[config.mk]
export PLATFORM = sky130hd
export DESIGN_NAME = id_hazard_ctrl
export DESIGN_NICKNAME = d
export VERILOG_FILES = /design/src/rtl/id_hazard_ctrl.sv
export SDC_FILE = /design/constraint.sdc
export NUM_CORES = 1
export LEC_CHECK = 0
export ABC_AREA = 0
export BUFFER_PORTS_ARGS = -buffer_cell sky130_fd_sc_hd__buf_2
export CELL_PAD_IN_SITES_DETAIL_PLACEMENT = 0
export CELL_PAD_IN_SITES_GLOBAL_PLACEMENT = 1
export CORE_MARGIN = 5
export CORE_UTILIZATION = 35
export CTS_CLUSTER_DIAMETER = 150
export DETAILED_ROUTE_END_ITERATION = 16
export GPL_ROUTABILITY_DRIVEN = 0
export PLACE_DENSITY_LB_ADDON = 0.1
export SYNTH_ARGS = -nofsm -noshare
export SYNTH_HDL_FRONTEND = slang
export SYNTH_SLANG_ARGS = --single-unit
[constraint.sdc]
create_clock -name clk -period 6 [get_ports clk]
set_input_delay 0.6 -clock clk [delete_from_list [all_inputs] [get_ports clk]]
set_output_delay 0.6 -clock clk [all_outputs]
set_load 0.1 [all_outputs]
[src/rtl/id_hazard_ctrl.sv]
// rtl/id_hazard_ctrl.sv - ID-stage sequencer: IF->ID register, load-use bubbles, CSR serialisation, flush
//
// Purpose:
//   Owns the IF->ID pipeline register (instruction and PC). It presents the held
//   instruction to the immediate generator/decoder and to EX. It inserts a one-cycle
//   bubble on a load-use hazard and squashes its contents on a redirect. When
//   ID_CSR_SERIALIZE_EN is defined, it holds CSR instructions for CSR_DRAIN cycles
//   before they may issue.
//
// Configuration macro:
//   ID_CSR_SERIALIZE_EN - defined: CSR_WAIT state and drain counter are built.
//                         undefined: CSR instructions take the normal EMPTY->HOLD path.
//
// Ports:
//   clk            in   1           core clock, rising edge
//   rst            in   1           asynchronous, active-high reset
//   flush          in   1           redirect from EX; squash ID contents
//   if_valid       in   1           fetch presents an instruction
//   if_inst        in   INST_WIDTH  fetched instruction
//   if_pc          in   INST_WIDTH  PC of if_inst
//   id_ready       out  1           ID can accept from IF this cycle
//   id_valid       out  1           id_inst/id_pc valid toward EX
//   id_inst        out  INST_WIDTH  held instruction
//   id_pc          out  INST_WIDTH  PC of held instruction
//   ex_ready       in   1           EX accepts the ID instruction
//   ex_load_valid  in   1           instruction in EX is a load
//   ex_load_rd     in   5           rd of that load
//   ld_use_stall   out  1           bubble being inserted this cycle

module id_hazard_ctrl #(
  parameter int INST_WIDTH = 32,
  parameter int CSR_DRAIN  = 2
) (
  input  logic                  clk,
  input  logic                  rst,
  input  logic                  flush,
  input  logic                  if_valid,
  input  logic [INST_WIDTH-1:0] if_inst,
  input  logic [INST_WIDTH-1:0] if_pc,
  output logic                  id_ready,
  output logic                  id_valid,
  output logic [INST_WIDTH-1:0] id_inst,
  output logic [INST_WIDTH-1:0] id_pc,
  input  logic                  ex_ready,
  input  logic                  ex_load_valid,
  input  logic [4:0]            ex_load_rd,
  output logic                  ld_use_stall
);

  typedef enum logic [1:0] {
    S_EMPTY    = 2'd0,
    S_HOLD     = 2'd1,
    S_BUBBLE   = 2'd2,
    S_CSR_WAIT = 2'd3
  } state_t;

  localparam logic [4:0] OPC_LOAD   = 5'b00000;
  localparam logic [4:0] OPC_IARITH = 5'b00100;
  localparam logic [4:0] OPC_STORE  = 5'b01000;
  localparam logic [4:0] OPC_RTYPE  = 5'b01100;
  localparam logic [4:0] OPC_BRANCH = 5'b11000;
  localparam logic [4:0] OPC_JALR   = 5'b11001;
  localparam logic [4:0] OPC_SYSTEM = 5'b11100;

  state_t                r_state;
  logic [INST_WIDTH-1:0] r_inst;
  logic [INST_WIDTH-1:0] r_pc;
`ifdef ID_CSR_SERIALIZE_EN
  logic [2:0]            r_cnt;
  logic                  w_if_is_csr;
`endif

  logic [4:0] w_opc;
  logic [4:0] w_rs1;
  logic [4:0] w_rs2;
  logic       w_use_rs1;
  logic       w_use_rs2;
  logic       w_hazard;
  logic       w_id_valid;
  logic       w_id_ready;
  logic       w_if_xfer;
  logic       w_ex_xfer;

  assign w_opc = r_inst[6:2];
  assign w_rs1 = r_inst[19:15];
  assign w_rs2 = r_inst[24:20];

  // Source-register usage of the held instruction. LUI/AUIPC/JAL and anything
  // unrecognised read no registers, so they can never see a load-use hazard.
  always_comb begin
    w_use_rs1 = 1'b0;
    w_use_rs2 = 1'b0;
    case (w_opc)
      OPC_RTYPE, OPC_STORE, OPC_BRANCH: begin
        w_use_rs1 = 1'b1;
        w_use_rs2 = 1'b1;
      end
      OPC_IARITH, OPC_LOAD, OPC_JALR: begin
        w_use_rs1 = 1'b1;
      end
      // CSR immediate forms (funct3[2]=1) put a zimm in the rs1 field.
      OPC_SYSTEM: begin
        w_use_rs1 = ~r_inst[14];
      end
      default: begin
        w_use_rs1 = 1'b0;
        w_use_rs2 = 1'b0;
      end
    endcase
  end

  assign w_hazard = ex_load_valid && (ex_load_rd != 5'd0) &&
                    ((w_use_rs1 && (w_rs1 == ex_load_rd)) ||
                     (w_use_rs2 && (w_rs2 == ex_load_rd)));

  assign w_id_valid = (r_state == S_HOLD) && !w_hazard;
  assign w_id_ready = !flush && ((r_state == S_EMPTY) || (w_id_valid && ex_ready));
  assign w_if_xfer  = if_valid && w_id_ready;
  assign w_ex_xfer  = w_id_valid && ex_ready;

`ifdef ID_CSR_SERIALIZE_EN
  assign w_if_is_csr = (if_inst[6:2] == OPC_SYSTEM);
`endif

  always_ff @(posedge clk or posedge rst) begin
    if (rst) begin
      r_state <= S_EMPTY;
      r_inst  <= '0;
      r_pc    <= '0;
`ifdef ID_CSR_SERIALIZE_EN
      r_cnt   <= 3'd0;
`endif
    end else if (flush) begin
      // Redirect beats everything; id_ready is already low so nothing new is latched.
      r_state <= S_EMPTY;
`ifdef ID_CSR_SERIALIZE_EN
      r_cnt   <= 3'd0;
`endif
    end else begin
      case (r_state)
        S_EMPTY: begin
          if (w_if_xfer) begin
            r_inst <= if_inst;
            r_pc   <= if_pc;
`ifdef ID_CSR_SERIALIZE_EN
            if (w_if_is_csr) begin
              r_state <= S_CSR_WAIT;
              r_cnt   <= 3'(CSR_DRAIN);
            end else begin
              r_state <= S_HOLD;
            end
`else
            r_state <= S_HOLD;
`endif
          end
        end
        S_HOLD: begin
          if (w_hazard) begin
            r_state <= S_BUBBLE;
          end else if (w_ex_xfer) begin
            // Reload in the same edge keeps back-to-back issue at one per cycle.
            if (w_if_xfer) begin
              r_inst <= if_inst;
              r_pc   <= if_pc;
`ifdef ID_CSR_SERIALIZE_EN
              if (w_if_is_csr) begin
                r_state <= S_CSR_WAIT;
                r_cnt   <= 3'(CSR_DRAIN);
              end else begin
                r_state <= S_HOLD;
              end
`else
              r_state <= S_HOLD;
`endif
            end else begin
              r_state <= S_EMPTY;
            end
          end
        end
        S_BUBBLE: begin
          r_state <= S_HOLD;
        end
`ifdef ID_CSR_SERIALIZE_EN
        S_CSR_WAIT: begin
          // The cycle the counter would reach zero is the last wait cycle.
          if (r_cnt <= 3'd1) begin
            r_cnt   <= 3'd0;
            r_state <= S_HOLD;
          end else begin
            r_cnt   <= r_cnt - 3'd1;
          end
        end
`endif
        default: begin
          r_state <= S_EMPTY;
        end
      endcase
    end
  end

  assign id_ready     = w_id_ready;
  assign id_valid     = w_id_valid;
  assign id_inst      = r_inst;
  assign id_pc        = r_pc;
  assign ld_use_stall = (r_state == S_HOLD) && w_hazard;

endmodule

==> impl_metrics.yaml, run 1 <==
detailed_routing:
  wl_per_cell_um: 16.00
  wl_um: 6930
  routed_via_density: 4.457
  route.detailed.drc: 0
  vias: 1930
  drtIter0Drc: 29
  first_pass_iters: 4
  antenna_left: 0
worst_setup_path:
  crit_path_end_kind: "output port"
  cp_max_fo: 6
  required_ns: 5.40
  crit_arrival_ns: 2.24
  path_class: "register to output port"
  crit_path_start_kind: "register"
clock_tree:
  cts.sinks: 66
  path_clk_slew_ns: 0.07
  cts_resized: 0
  numCtsBuffers: 9
  cts_tree: "done"
  htree_num_levels: 3
  hold_buffers: 0
  clk_latency_ns: 0.34
  postCtsSetupBuffers: 0
  clock_tree.buffer_depth: 2
  root_buffer: "clkbuf_8"
power_and_ir_drop:
  intPower_mw: 0.9956
  comb_power_share_pct: 48.6
  p_switching_mw: 0.9686
  p_clk_share_pct: 21.5
  netSwitchingFraction_pct: 49.31
  vdd_drop_max_mv: 0.2266
  power_density_nw_per_um2: 495.5
  leakage_nw: 2.026
  seqPwrFrac_pct: 29.9
global_route:
  globalRouteTotalUtil_pct: 12.94
  grt_pass1_wl_um: 10320
  grt_antenna_before_repair: 1
  gr-total-overflow: 0
  grt_max_degree: 67
  grt_pass1_vias: 2006
outcome:
  outcome: "finished clean"
yosys:
  ys_warn_count: 0
  synth_seq_cells: 66
  syn-cell-area_um2: 3003
  synth.avg_cell_area_um2: 17.16
  syn-instance-count: 175
  ys_seq_area_share_pct: 55.00
  yosys.cell_types.count: 26
  synthesis.nets: 250
place:
  io_buffers: 141
  hpwl_um: 5047
floorplan:
  die_w_um: 102.6
  die_y_um: 102.6
  io_pins: 142
  dieArea_um2: 10530
  start_util_pct: 36.18
  fp-row-count: 33
  fp.coreArea_um2: 8299
timing:
  grt_setup_unrepaired: "no"
  slew_violations: 0
  setup_viol: 0
  tightest_slew_ns: 0.9218
  holdWs_ns: 0.4882
  max_freq_mhz: 351.5
  final_hold_viol_count: 0
  fin_crit_sh_pct: 47.41
  slew_headroom_pct: 38.55
  fin_setup_tns_ns: 0
  fin_skew_ns: 0.008616
  period_needed_ns: 2.845
run:
  max-cap-violations: 0
finish:
  drive_above_1_share_pct: 69.21
  layout_common_cells: "141 x buf_2, 66 x dfrtp_1, 60 x mux2_4, 11 x clkbuf_8, 10 x xnor2_1"
  syn_to_final_growth_pct: 32.00
  final_nets: 398
  final_common_cell: "buf_2"
  antenna_cells: 0
worst_hold_path:
  hp-class: "primary input to register"
[layer usage]
layer / part of all wire [%] / vias to the layer above / GRT usage (%)
li1: - / 915 / -
met1: 42 / 921 / 16.23
met2: 46 / 81 / 19.76
met3: 10 / 11 / 5.683
met4: 1.3 / 2 / 4.844
met5: 0.29 / - / 0
[cell families after synthesis]
| family | count (synthesis) | share of synthesized area [%] |
|---|---|---|
| DFF | 66 | 55.00 |
| buffers and inverters | 8 | 4.250 |
| xor gates and xnor gates | 10 | 2.917 |
| muxes | 64 | 31.50 |
| and+or+nand+nor | 17 | 3.251 |
| AOI/OAI and AO/OA | 10 | 3.083 |
[cell type report]
class                      count  area (um2)
sequential                    66        1652
multi-input combinational    101        1224
tap                          105       131.4
timing repair buffer         143       720.7
fill                         790        4335
clock inverter                 4       73.82
clock buffer                  12       155.1
inverter                       2       7.507
[per-stage QoR]
| stage | setup slack [ns] | cell area (um2) | util, % | power, mW | instances |
|---|---|---|---|---|---|
| 2_1_floorplan | 1.491 | 3003 | - | 1.410 | 175 |
| 3_3_place_gp | 2.946 | 3735 | 45.00 | 1.556 | 417 |
| 3_5_place_dp | 2.938 | 3735 | 45.00 | 1.556 | 417 |
| 4_1_cts | 3.123 | 3964 | 47.76 | 1.992 | 433 |
| 5_1_grt | 3.023 | 3964 | 47.76 | 2.037 | 433 |
| 6_report | 3.155 | 3964 | 47.76 | 1.964 | 433 |
[power groups by stage]
stage / Combinational [mW] / Sequential [mW] / Clock [mW]
final: 0.955 / 0.586 / 0.422
after global routing: 0.981 / 0.598 / 0.458
after CTS: 0.963 / 0.587 / 0.442
after detailed placement: 0.963 / 0.592 / 0
after global placement: 0.961 / 0.595 / 0
after floorplan: 0.205 / 1.21 / 0
[critical path, stage by stage (launching register included)]
cell	delay, ns
dfrtp_1	0.44
a211oi_1	0.27
nand4_1	0.14
o22ai_2	0.23
and3_2	0.27
and3b_1	0.16
buf_2	0.42
[path summary, 6_finish.rpt]
| path | end | startpoint | cells after the start | slack (ns) |
|---|---|---|---|---|
| max | ld_use_stall | id_inst[6] | 6 | 3.16 |
| min | id_pc[8] | if_pc[8] | 2 | 0.49 |
| max reg2reg | id_pc[16] | id_inst[6] | 6 | 3.17 |
| min reg2reg | id_pc[15] | id_pc[15] | 1 | 0.50 |
| max in group asynchronous | id_inst[16] | rst | 3 | 4.95 |
| min in group asynchronous | id_pc[21] | rst | 3 | 0.51 |
[cell usage after synthesis]
library cell | n | area share [%]
and3_2 | 1 | 0.25
buf_12 | 6 | 4.0
nand4_1 | 2 | 0.42
nor2_1 | 2 | 0.25
and3b_1 | 1 | 0.29
mux2_2 | 4 | 1.5
nor3_1 | 1 | 0.17
a211oi_1 | 1 | 0.25
o31ai_1 | 1 | 0.25
inv_1 | 2 | 0.25
o32ai_1 | 1 | 0.29
o21ai_4 | 1 | 0.54
o2111ai_2 | 1 | 0.50
and3_1 | 1 | 0.21
dfrtp_1 | 66 | 55
o22ai_2 | 1 | 0.42
mux2_4 | 60 | 30
or2b_1 | 1 | 0.25
nand3_1 | 2 | 0.33
a311o_1 | 1 | 0.33
nor3b_1 | 1 | 0.25
a21oi_1 | 3 | 0.50
and2b_1 | 1 | 0.25
nand2_1 | 3 | 0.37
nor2b_1 | 1 | 0.21
xnor2_1 | 10 | 2.9
[sequential cells by signal, indices dropped and copies added, names as in the netlist]
register  flops
id_inst      32
id_pc        32
r_state       2
Power figures use the tool's default switching activity.
==> run 2: changes to the inputs <==
ABC_AREA = 1   (was 0)
CORE_UTILIZATION = 30   (was 35)
clock period = 2.3 ns   (was 6 ns; I/O delays follow)
==> run 2 against run 1 <==
Effect of this change:
- hold slack got worse by 0.36 ns
- combinational power increased by 130%
- highest routed layer unchanged
- non-clock buffer count rose by 14
- critical path depth increased by 7
- sequential share of layout area down 2.1 points
- final cell count is 52% higher
- clock power rose by 140%
- design area rose by 6.7%
- die area increased by 19%
- critical path type unchanged
==> impl_metrics.yaml, run 2 <==
floorplan:
  start_util_pct: 30.57
  die_y_um: 112.1
  fp-row-count: 37
  io_pins: 142
  fp.coreArea_um2: 10230
  die_w_um: 112.1
  dieArea_um2: 12570
clock_tree:
  cts.sinks: 66
  numCtsBuffers: 9
  clock_tree.buffer_depth: 2
  root_buffer: "clkbuf_8"
  path_clk_slew_ns: 0.07
  cts_tree: "done"
  htree_num_levels: 3
  clk_latency_ns: 0.33
yosys:
  ys_warn_count: 0
  ys_seq_area_share_pct: 52.80
  synth_most_common_cell: "nand2_1"
  synth_ff_type: "dfrtp_1"
  synth_common_cells: "163 x nand2_1, 66 x dfrtp_1, 65 x nand4_1"
  synth_top_area_share_pct: 52.80
  synth_top_cell_by_area: "dfrtp_1"
  synth_seq_cells: 66
  yosys.cell_types.count: 22
  synth_edf_count: 0
  async_flop_share_pct: 100.0
  synthesis.nets: 449
  ys_top_cells_by_area: "dfrtp_1 53%, nand2_1 20%, nand4_1 13%"
  syn-cell-area_um2: 3128
  syn-instance-count: 374
  synth.avg_cell_area_um2: 8.364
worst_setup_path:
  timing.rr.start: "id_inst[17]"
  cp_cell_sequence: "inv_2 > nand2_1 > nand2_1 > inv_1 > nand2_1 > nor2_1 > nand2_1 > nand2_1 > nand2_2 > nand2_4 > o21ai_4 > and2_4 > buf_12"
  crit_family: "simple AND/OR/NAND/NOR gates"
  crit_start: "id_inst[17]"
  reg2reg_depth: 16
  crit_path_start_kind: "register"
  path_class: "register to output port"
  cp_max_fo: 4
  required_ns: 2.07
  r2r_slack_ns: 0.23
  cp_slowest_stage_delay_ns: 0.44
  crit_end: "id_ready"
  reg2reg_to: "id_pc[12]"
  critical_path.most_common_cell: "nand2_1"
  crit_path_end_kind: "output port"
  crit_arrival_ns: 1.94
  cp_slowest_cell: "dfrtp_2"
  cp_num_buf_inv: 3
  path_depth: 13
power_and_ir_drop:
  vdd_drop_max_mv: 0.4856
  power_density_nw_per_um2: 1128
  power_mw: 4.768
  leakage_nw: 2.389
global_route:
  gr-total-overflow: 0
  grt_pass1_vias: 3149
  grt_pass1_wl_um: 16140
  globalRouteTotalUtil_pct: 15.85
  grt_max_degree: 45
  grt_antenna_before_repair: 1
detailed_routing:
  routed_via_density: 4.640
  antenna_left: 0
  drtIter0Drc: 142
  wl_um: 9946
  first_pass_iters: 4
  wl_per_cell_um: 15.16
  route.detailed.drc: 0
  vias: 3044
run:
  max-cap-violations: 0
finish:
  layoutNonFillerInstCount: 656
  final_nets: 590
  final_core_util_pct: 41.32
  syn_to_final_growth_pct: 35.16
  final_common_cell: "nand2_1"
  multi_input_area_um2: 1202
  area.sequential_um2: 1672
  fillerInstances: 1109
  antenna_cells: 0
  drive_above_1_share_pct: 38.65
  layout_common_cells: "163 x nand2_1, 140 x buf_2, 65 x nand4_1, 50 x dfrtp_1, 20 x inv_1"
timing:
  fin_skew_ns: 0.01258
  slew_violations: 0
  fin_crit_sh_pct: 94.23
  fin_setup_tns_ns: 0
  period_needed_ns: 2.167
  setup_viol: 0
  final_hold_viol_count: 0
  max_freq_mhz: 461.4
  slew_headroom_pct: 66.20
  tightest_slew_ns: 0.5058
place:
  hpwl_um: 7213
  place_inst: 636
  io_buffers: 141
worst_hold_path:
  hp-class: "primary input to register"
outcome:
  outcome: "finished clean"
==> run 2: changes by cell type after synthesis, sizes merged, moves of 8 or more <==
cell,before,now
nor2,2,11
nand2,3,165
xnor2,10,0
mux2,64,0
inv,2,25
clkbuf,0,13
nand4,2,65
buf,6,14
==> run 2: timing repair <==
action	in CTS	in global routing
hold buffers	1	0
resized for setup	0	3
buffers inserted	0	3
hold endpoints to repair	13	0
setup endpoints to repair	0	1
==> run 2: worst register-to-register path: cells and delay by family, from the launching register on <==
kind | cells | cell delay, ns
buffers and inverters | 4 | 0.49
AND/OR/NAND/NOR | 11 | 0.84
flip-flops | 1 | 0.44
AO/OA/AOI/OAI | 1 | 0.19
==> run 2: how the worst min path moves through the flow <==
stage | start | to | slack (ns) | cells after the start
final | flush | r_state[1] | 0.13 | 2
after global routing | flush | r_state[1] | 0.12 | 2
after CTS | flush | r_state[1] | 0.12 | 2
after detailed placement | rst | id_inst[8] | 0.23 | 2
after global placement | rst | id_inst[7] | 0.22 | 2
after floorplan | flush | r_state[1] | 0.30 | 1
==> run 2: power by group <==
part | switching, mW | internal [mW] | total [mW] | leakage, nW
clock | 0.451 | 0.559 | 1.01 | 0.0986
sequential | 0.147 | 1.37 | 1.52 | 0.802
combinational | 1.90 | 0.345 | 2.24 | 1.49
==> run 2: kinds of logic (layout without fill, tap and decap cells) <==
family,count (synthesis),after routing,synth area share [%]
buffers and inverters,53,199,9.320
xor gates and xnor gates,2,2,0.5601
AOI/OAI and AO/OA,5,5,1.280
DFF,66,66,52.80
and+or+nand+nor,248,248,36.04
==> run 2: area by class of cell <==
type                    instances  share of cell area [%]
inverters                      26                   2.308
repair buffers                157                   20.83
well taps                     136                   4.025
clock inverters                 4                   1.184
clock buffers                  12                   3.670
flip-flops and latches         66                   39.54
multi-input cells             255                   28.44
==> run 2: per-layer routing <==
layer	vias to the layer above	track usage (%)	routed length, um
met5	-	0	13
met4	2	3.766	68
met3	8	4.798	567
met2	76	26.66	4914
met1	1455	20.03	4381
li1	1503	-	-
==> run 2: metrics by stage <==
step                setup WS, ns  cell area [um2]  hold slack, ns
floorplan                0.04985             3152          0.3035
global placement          0.3469             3984          0.2216
detailed placement        0.3053             3984          0.2271
global route          -0.0003391             4228          0.1168
finish                    0.1327             4228          0.1291
CTS                      0.04246             4199          0.1157
